### src/rtl/hamming_in_stage_if.sv
// hamming_in_stage_if: serial Hamming encoder stage signals; HAM_XPAR_EN widens codereg to 16 bits.
interface hamming_in_stage_if;
`ifdef HAM_XPAR_EN
  localparam int CW = 16;
`else
  localparam int CW = 15;
`endif
  logic          shift;
  logic          sl_in;
  logic          sl_out;
  logic [10:0]   datareg;
  logic [CW-1:0] codereg;
  logic [3:0]    bitcnt;
  logic          sending;
  logic          done;
  modport master(output shift, sl_in, input sl_out, datareg, codereg, bitcnt, sending, done);
  modport slave(input shift, sl_in, output sl_out, datareg, codereg, bitcnt, sending, done);
endinterface

### src/rtl/hamming_in_stage.sv
// hamming_in_stage: collects 11 serial data bits, Hamming(15,11) encodes them and streams c15 first.
// HAM_XPAR_EN appends overall even parity c0 as a 16th bit sent last.
module hamming_in_stage (
  input logic               clk,
  input logic               RST,
  hamming_in_stage_if.slave bus
);
`ifdef HAM_XPAR_EN
  localparam int N = 16;
`else
  localparam int N = 15;
`endif
  localparam logic [3:0] LAST = 4'(N - 1);
  typedef enum logic [1:0] {LOAD, ENCODE, SEND} state_t;
  state_t       state_q, state_d;
  logic [10:0]  datareg_q, datareg_d;
  logic [N-1:0] codereg_q, codereg_d, cw_full;
  logic [3:0]   bitcnt_q, bitcnt_d, idx;
  logic         sl_out_q, sl_out_d, done_q, done_d, last;
  logic [15:1]  cd, cw;
  always_comb begin
    cd = {datareg_q[10:4], 1'b0, datareg_q[3:1], 1'b0, datareg_q[0], 2'b0};
    cw = cd;
    cw[1] = ^(cd & 15'h5555);
    cw[2] = ^(cd & 15'h6666);
    cw[4] = ^(cd & 15'h7878);
    cw[8] = ^(cd & 15'h7F80);
`ifdef HAM_XPAR_EN
    cw_full = {cw, ^cw};
`else
    cw_full = cw;
`endif
  end
  // codereg stays static; the bit after the one on sl_out is picked by index
  assign idx  = 4'(N - 2) - bitcnt_q;
  assign last = bitcnt_q == LAST;
  always_comb begin
    state_d   = state_q;
    datareg_d = datareg_q;
    codereg_d = codereg_q;
    bitcnt_d  = bitcnt_q;
    sl_out_d  = sl_out_q;
    done_d    = 1'b0;
    case (state_q)
      LOAD: if (bus.shift) begin
        datareg_d = {datareg_q[9:0], bus.sl_in};
        bitcnt_d  = bitcnt_q == 4'd10 ? 4'd0 : bitcnt_q + 4'd1;
        state_d   = bitcnt_q == 4'd10 ? ENCODE : LOAD;
      end
      ENCODE: begin
        codereg_d = cw_full;
        sl_out_d  = cw_full[N-1];
        bitcnt_d  = 4'd0;
        state_d   = SEND;
      end
      SEND: if (bus.shift) begin
        sl_out_d = last ? 1'b0 : codereg_q[idx];
        bitcnt_d = last ? 4'd0 : bitcnt_q + 4'd1;
        done_d   = last;
        state_d  = last ? LOAD : SEND;
      end
      default: state_d = LOAD;
    endcase
  end
  always_ff @(posedge clk) begin
    if (RST) begin
      state_q   <= LOAD;
      datareg_q <= '0;
      codereg_q <= '0;
      bitcnt_q  <= '0;
      sl_out_q  <= 1'b0;
      done_q    <= 1'b0;
    end else begin
      state_q   <= state_d;
      datareg_q <= datareg_d;
      codereg_q <= codereg_d;
      bitcnt_q  <= bitcnt_d;
      sl_out_q  <= sl_out_d;
      done_q    <= done_d;
    end
  end
  assign bus.sl_out  = sl_out_q;
  assign bus.datareg = datareg_q;
  assign bus.codereg = codereg_q;
  assign bus.bitcnt  = bitcnt_q;
  assign bus.sending = state_q == SEND;
  assign bus.done    = done_q;
endmodule
### src/flat_wrapper.sv
// flat-port wrapper written by rule: the top's interface ports become plain ports
module hamming_in_stage_flat 
  (clk, RST, bus_shift, bus_sl_in, bus_sl_out, bus_datareg, bus_codereg, bus_bitcnt, bus_sending, bus_done);
  hamming_in_stage_if bus_i ();
  input logic clk;
  input logic RST;
  input wire logic [$bits(bus_i.shift)-1:0] bus_shift;
  input wire logic [$bits(bus_i.sl_in)-1:0] bus_sl_in;
  output wire logic [$bits(bus_i.sl_out)-1:0] bus_sl_out;
  output wire logic [$bits(bus_i.datareg)-1:0] bus_datareg;
  output wire logic [$bits(bus_i.codereg)-1:0] bus_codereg;
  output wire logic [$bits(bus_i.bitcnt)-1:0] bus_bitcnt;
  output wire logic [$bits(bus_i.sending)-1:0] bus_sending;
  output wire logic [$bits(bus_i.done)-1:0] bus_done;
  assign bus_i.shift = bus_shift;
  assign bus_i.sl_in = bus_sl_in;
  assign bus_sl_out = bus_i.sl_out;
  assign bus_datareg = bus_i.datareg;
  assign bus_codereg = bus_i.codereg;
  assign bus_bitcnt = bus_i.bitcnt;
  assign bus_sending = bus_i.sending;
  assign bus_done = bus_i.done;
  hamming_in_stage u_core (.clk(clk), .RST(RST), .bus(bus_i));
endmodule
### config.mk
export PLATFORM = sky130hd
export DESIGN_NAME = hamming_in_stage_flat
export DESIGN_NICKNAME = d
export VERILOG_FILES = /design/src/rtl/hamming_in_stage_if.sv /design/src/rtl/hamming_in_stage.sv /design/src/flat_wrapper.sv
export SDC_FILE = /design/constraint.sdc
export NUM_CORES = 1
export LEC_CHECK = 0
export CAP_MARGIN = 0
export CORE_MARGIN = 2
export CORE_UTILIZATION = 51
export DETAILED_ROUTE_END_ITERATION = 8
export PLACE_DENSITY = 0.91
export SLEW_MARGIN = 10
export SYNTH_ARGS = -nofsm -noshare
export SYNTH_HDL_FRONTEND = slang
export SYNTH_SLANG_ARGS = --single-unit
### constraint.sdc
create_clock -name clk -period 2.2 [get_ports clk]
set_input_delay 0.66 -clock clk [delete_from_list [all_inputs] [get_ports clk]]
set_output_delay 0.66 -clock clk [all_outputs]
set_load 0.02 [all_outputs]
==> impl_results.md, run 1 <==
- TritonCTS Buffers: 5
- Post-Syn Area per Cell: 8.78 sq um
- PwrDens: 487 nW/um^2
- PortBufs: 36
- Diode count: 0
- R2r worst-path depth: 5
- Register share of total power: 0.582
- Max Freq: 0.468 GHz
- Post-CTS Setup Repair Bufs: 0
- Non-Filler Instances: 285
- DRT iter0 DRCs: 73
- Clk_skew: 0.00954 ns
- WL/cell: 14.2 um
- Die area: 4040 sq um
- CTS Buffer Depth: 2
- Routability congestion estimate: 0.779
- DRT antenna net count: 0
- Critical path cell sequence: clkdlybuf4s50_1
- Slowest cell on crit path: clkdlybuf4s50_1
- Cell taking the most area after synthesis: dfxtp_1
- Worst skew pair latency: 0.33 ns
- Worst Hold Endpoint: u_core.bus.codereg[7]
- Vias in the first global route: 1,395
- DRT Pass-1 Iters: 4
- CTS tree: done
- Vert. Die Dim: 63.5 um
- Final Cycle Share: 0.971
- Total Wirelength: 4050 um
- Clk slew on worst S/H paths: 0.10 ns
- H-tree depth: 2
- Sink Count: 34
- Worst IR drop on VDD: 375 uV
- Layout cells sized above 1: 0.0921
- Worst Path Buf+Inv: 1
- RSZ-0062 raised after global routing: no
- Row count: 21
- Number of nets in the layout: 250
- Global-route wire length before repair: 6700 um
- GR Util All Layers: 0.208
- Post-Place Cells: 277
- Max stage delay on crit path: 0.67 ns
- Routed via count: 1,539
- Post-synth top area share: 0.376
- Worst slew pin tran: 0.480 ns
- Slew Limit Fails: 0
- Final setup viols: 0
- Vias/cell: 5.40
- Reg2reg setup slack: 0.42 ns
- Status: finished, final reports clean
- Num ports: 37
- Worst hold stages: 2
- Hold path startpoint: u_core.bus.codereg[7]
- Min cycle time layout: 2.14 ns
- Rel. slew slack: 0.680
- Largest net degree at the start of global routing: 34
- Clock network power share: 0.331
- Setup Crit Path Kind: reg -> out
- Yosys reg bits: 34
- Root buf cell: clkbuf_4
- Logic gate share of total power: 0.087
- DPL Wire Length: 2960 um
- Top cells by area, synth: dfxtp_1, xnor2_1, nand2_1
- Top Family by Delay on Critical Path: buffers and inverters
- Hold Fails Final Rpt: 0
- Residual DRC: 0
- Post-CTS sizing: 1
- Max-Cap Viols: 0
- Total negative slack: 0 ns
- Initial antenna violation count: 0
- Switch share: 0.247
- Initial core utilization: 0.538
- Area delta synth->final: 22.8%
- Syn Nets: 218
- Yosys warning total: 0
- Sequential fraction of the synthesis area: 0.376
- Mapped Area: 1810 sq um
- Worst R2R Start: u_core.bus.bitcnt[2]
- Min-Delay Path Class: reg -> reg
- Leak: 0.814 nW
- P_sw: 0.000267 W
- Worst Setup End Kind: primary output
- Final Util: 0.660
- Int Power: 0.000815 W
- CP startpoint kind: register
- Number of distinct library cells after synthesis: 37
- Die extent in x: 63.5 um
- Cells after Synth: 206
- Core area: 3360 sq um
- Reg-to-reg endpoint: u_core.bus.sl_out
- WP data required: 1.54 ns
- CP max FO: 6
- Hold Buf Count CTS: 0
- Total congestion overflow: 0
- Crit path DAT: 1.48 ns
metrics by stage:
step	area [sq um]	total power, W	hold slack [ns]	setup slack, ns
floorplan	1810	0.000708	0.481	0.395
global placement	2160	0.000734	0.489	0.187
detailed placement	2160	0.000736	0.501	0.138
CTS	2220	0.00108	0.513	0.00962
global route	2220	0.00112	0.544	0.0143
finish	2220	0.00108	0.514	0.0641
metal layers:
| layer | wire, um | GRT usage | share of wire | vias up |
|---|---|---|---|---|
| met1 | 1720 | 0.280 | 0.42 | 703 |
| met2 | 1920 | 0.330 | 0.47 | 77 |
| met4 | 101 | 0.0870 | 0.025 | 0 |
| met3 | 306 | 0.0357 | 0.076 | 11 |
| li1 | - | - | - | 748 |
| met5 | 0 | 0 | 0 | - |
synth_stat cells (all sizes together):
library cell / n
a2111oi: 1
a211o: 1
a211oi: 1
a21boi: 1
a21oi: 16
a22oi: 1
a31oi: 1
and2: 3
and3: 1
and3b: 1
buf: 13
clkbuf: 7
dfxtp: 34
ha: 8
inv: 4
mux2: 1
mux2i: 11
mux4: 2
nand2: 30
nand2b: 7
nand3: 5
nand3b: 2
nor2: 18
nor2b: 3
nor3: 3
nor4: 1
o2111ai: 1
o21ai: 2
o22ai: 4
o2bb2ai: 1
o311a: 1
o31ai: 1
xnor2: 16
xor2: 4
state kept, by name, indices dropped and copies added, names as in the netlist:
signal / cells
u_core.bus.codereg: 15
u_core.bus.datareg: 11
u_core.bus.bitcnt: 4
u_core.state_q: 2
u_core.bus.done: 1
u_core.bus.sl_out: 1
layout make-up:
cell class              count  area [sq um]
fillers                   297          1140
multi-input cells         148           977
clock inverters             1          5.00
inverters                   4          15.0
repair buffers             45           427
clock buffers               7          55.1
flip-flops and latches     34           684
well taps                  46          57.6
kinds of logic (layout without fill, tap and decap cells):
family                     after synthesis  in the layout  share of synthesized area
buffers and inverters                   24             57                     0.0830
xor gates and xnor gates                20             20                     0.0969
muxes                                   14             14                     0.0920
and+or+nand+nor                         74             74                      0.187
AOI/OAI and AO/OA                       32             32                      0.109
DFF                                     34             34                      0.376
adders and majority gates                8              8                     0.0554
power by group through the flow:
stage	combinational [W]	clock, W	sequential [W]
6_report	0.0000939	0.000358	0.000630
5_1_grt	0.000102	0.000384	0.000631
4_1_cts	0.0000933	0.000355	0.000629
3_5_place_dp	0.0000919	0	0.000644
3_3_place_gp	0.0000904	0	0.000644
2_1_floorplan	0.0000611	0	0.000647
cells in the final DEF, fill, tap and decap left out, drive strengths merged, types with 2 or more instances in the layout:
master	count
clkdlybuf4s50	35
dfxtp	34
nand2	30
nor2	18
a21oi	16
xnor2	16
mux2i	11
buf	9
ha	8
nand2b	7
clkbuf	7
nand3	5
inv	4
xor2	4
o22ai	4
and2	3
nor3	3
nor2b	3
nand3b	2
o21ai	2
mux4	2
worst max-delay path by stage:
stage	from	endpoint	slack, ns	depth (start not counted)
floorplan	u_core.bus.bitcnt[1]	u_core.bus.sl_out	0.39	5
global placement	u_core.state_q[0]	bus_sending	0.19	3
detailed placement	u_core.state_q[0]	bus_sending	0.14	3
CTS	u_core.state_q[0]	bus_sending	0.01	3
global route	u_core.bus.bitcnt[2]	bus_bitcnt[2]	0.01	1
finish	u_core.bus.datareg[3]	bus_datareg[3]	0.06	1
Note: power is estimated with default switching activity, not from simulation.
==> run 2: changes to the inputs <==
clock period = 2.35 ns   (was 2.2 ns; I/O delays follow)
==> impl_results.md, run 2 (synthesis gave the netlist of run 1 again) <==
- WP data required: 1.64 ns (+0.10 ns)
- Vias in the first global route: 1,453 (+4.2%)
- CP startpoint kind: register
- Post-Place Cells: 273 (-1.4%)
- Row count: 21 (unchanged)
- Worst hold stages: 2 (unchanged)
- Die area: 4040 sq um (unchanged)
- Overall power: 0.00123 W (+13%)
- Max-Cap Viols: 0 (unchanged)
- DPL Wire Length: 2770 um (-6.4%)
- WL/cell: 14.1 um (-0.96%)
- Final setup viols: 0 (unchanged)
- PortBufs: 36 (unchanged)
- Sink Count: 34 (unchanged)
- Placement Cell Area: 2130 sq um (-1.4%)
- Total congestion overflow: 0 (unchanged)
- Worst IR drop on VDD: 646 uV (+73%)
- Diode count: 0 (unchanged)
- CP max FO: 9 (+3)
- GR Util All Layers: 0.214 (+0.00595)
- Total negative slack: 0 ns (unchanged)
- Hold Fails Final Rpt: 0 (unchanged)
- Register area: 681 sq um (-0.55%)
- Crit path DAT: 1.58 ns (+0.10 ns)
- Residual DRC: 0 (unchanged)
- Reg-to-reg endpoint: u_core.bus.sl_out
- CTS Buffer Depth: 2 (unchanged)
- Fillers: 303 (+2.0%)
- Post-placement setup slack: 0.239 ns (+0.101 ns)
- Largest net degree at the start of global routing: 34 (unchanged)
- Area delta synth->final: 23.5%
- Min cycle time layout: 2.29 ns
- Worst R2R Start: u_core.bus.bitcnt[1]
- Routability congestion estimate: 0.776 (-0.33%)
- Hold Buf Count CTS: 0 (unchanged)
- PwrDens: 549 nW/um^2 (+13%)
- Vert. Die Dim: 63.5 um (unchanged)
- Clk slew on worst S/H paths: 0.11 ns (about the same)
- Min-Delay Path Class: reg -> reg
- TritonCTS Buffers: 5 (unchanged)
- DRT antenna net count: 0 (unchanged)
- Worst Setup End Kind: primary output
- Num ports: 37 (unchanged)
- Initial antenna violation count: 0 (unchanged)
- DRT Pass-1 Iters: 4 (unchanged)
- H-tree depth: 2 (unchanged)
- R2r worst-path depth: 5 (unchanged)
- Total Wirelength: 3950 um (-2.3%)
- Rel. slew slack: 0.715 (+0.0356)
- Reg2reg setup slack: 0.57 ns (+0.15 ns)
- Layout cells sized above 1: 0.0681 (-0.0240)
- Number of nets in the layout: 246 (-1.6%)
- Worst Hold Endpoint: u_core.bus.codereg[1]
- Global-route wire length before repair: 6730 um (+0.42%)
- Slew Limit Fails: 0 (unchanged)
- Commonest cells after routing, fill and taps aside: clkdlybuf4s50_1, dfxtp_1, nand2_1
- Setup Crit Path Kind: reg -> out
- Max Freq: 0.437 GHz
- CTS tree: done
- Worst skew pair latency: 0.36 ns (+0.03 ns)
- Status: finished, final reports clean
- Worst slew pin tran: 0.427 ns (-0.0534 ns)
- RSZ-0062 raised after global routing: no
- Commonest non-fill, non-tap cell in the layout: clkdlybuf4s50_1
- Die extent in x: 63.5 um (unchanged)
- Final setup margin: 0.0638 ns (-0.000348 ns)
- Clk_skew: 0.0104 ns (+0.000901 ns)
- Routed via count: 1,512 (-1.8%)
- Root buf cell: clkbuf_4
- Post-route cell area: 2230 sq um (+0.56%)
- Area of the multi-input gates: 977 sq um (unchanged)
- Vias/cell: 5.38 (-0.36%)
- DRT iter0 DRCs: 67 (-8.2%)
- Core area: 3360 sq um (unchanged)
- Leak: 0.811 nW (-0.38%)
- Final Cycle Share: 0.973
- Non-Filler Instances: 281 (-1.4%)
- Initial core utilization: 0.538 (unchanged)
- Max reg flops: 15 (unchanged)
- Hold path startpoint: u_core.bus.codereg[1]
## run 2: cell types whose count changed in the layout (fill, tap and decap cells not counted), sizes merged
cell    change
clkbuf      -2
bufinv      +2
buf         -4
## run 2: worst max-delay path by stage
stage | start | endpoint | cells after the start
final | u_core.state_q[0] | bus_sending | 3
after global routing | u_core.state_q[0] | bus_sending | 3
after CTS | u_core.state_q[0] | bus_sending | 3
after detailed placement | u_core.state_q[0] | bus_sending | 3
after global placement | u_core.state_q[0] | bus_sending | 3
after floorplan | u_core.bus.bitcnt[1] | u_core.bus.sl_out | 5
## run 2: cell type report
type,instances,share of cell area
inverter,4,0.00672
timing repair buffer,41,0.178
clock inverter,3,0.0308
tap,46,0.0258
clock buffer,5,0.0168
sequential,34,0.305
multi-input combinational,148,0.438
## run 2: repair_timing
item / CTS / global route
resized for setup: 1 / 0
setup endpoints to repair: 1 / 0
setup buffers: 0 / 0
hold endpoints to repair: 0 / 0
## run 2: metal layers
metal	up-vias	wire length, um	global-route usage
li1	744	-	-
met1	709	1760	0.276
met2	54	1860	0.326
met3	5	260	0.0625
met4	0	71	0.106
met5	-	0	0
## run 2: report_power, final
part	internal, W	switching (W)	leakage [nW]
logic	0.0000358	0.0000491	0.481
registers	0.000581	0.00000936	0.274
clock network	0.000333	0.000217	0.0554
## run 2: through the flow
step	hold WS, ns	utilization
floorplan	0.481	-
global placement	0.487	0.633
detailed placement	0.498	0.633
CTS	0.513	0.664
global route	0.550	0.664
finish	0.511	0.664
## run 2: worst max-delay path: stages (launching register included)
cell and delay, ns:
dfxtp_1 0.46, inv_1 0.11, ha_1 0.30, dlygate4sd2_1 0.35
==> run 3: changes to the inputs <==
SKIP_LAST_GASP = 1   (was default)
==> results of run 3 <==
Final layout, timing and power as in run 2 (identical DEF).
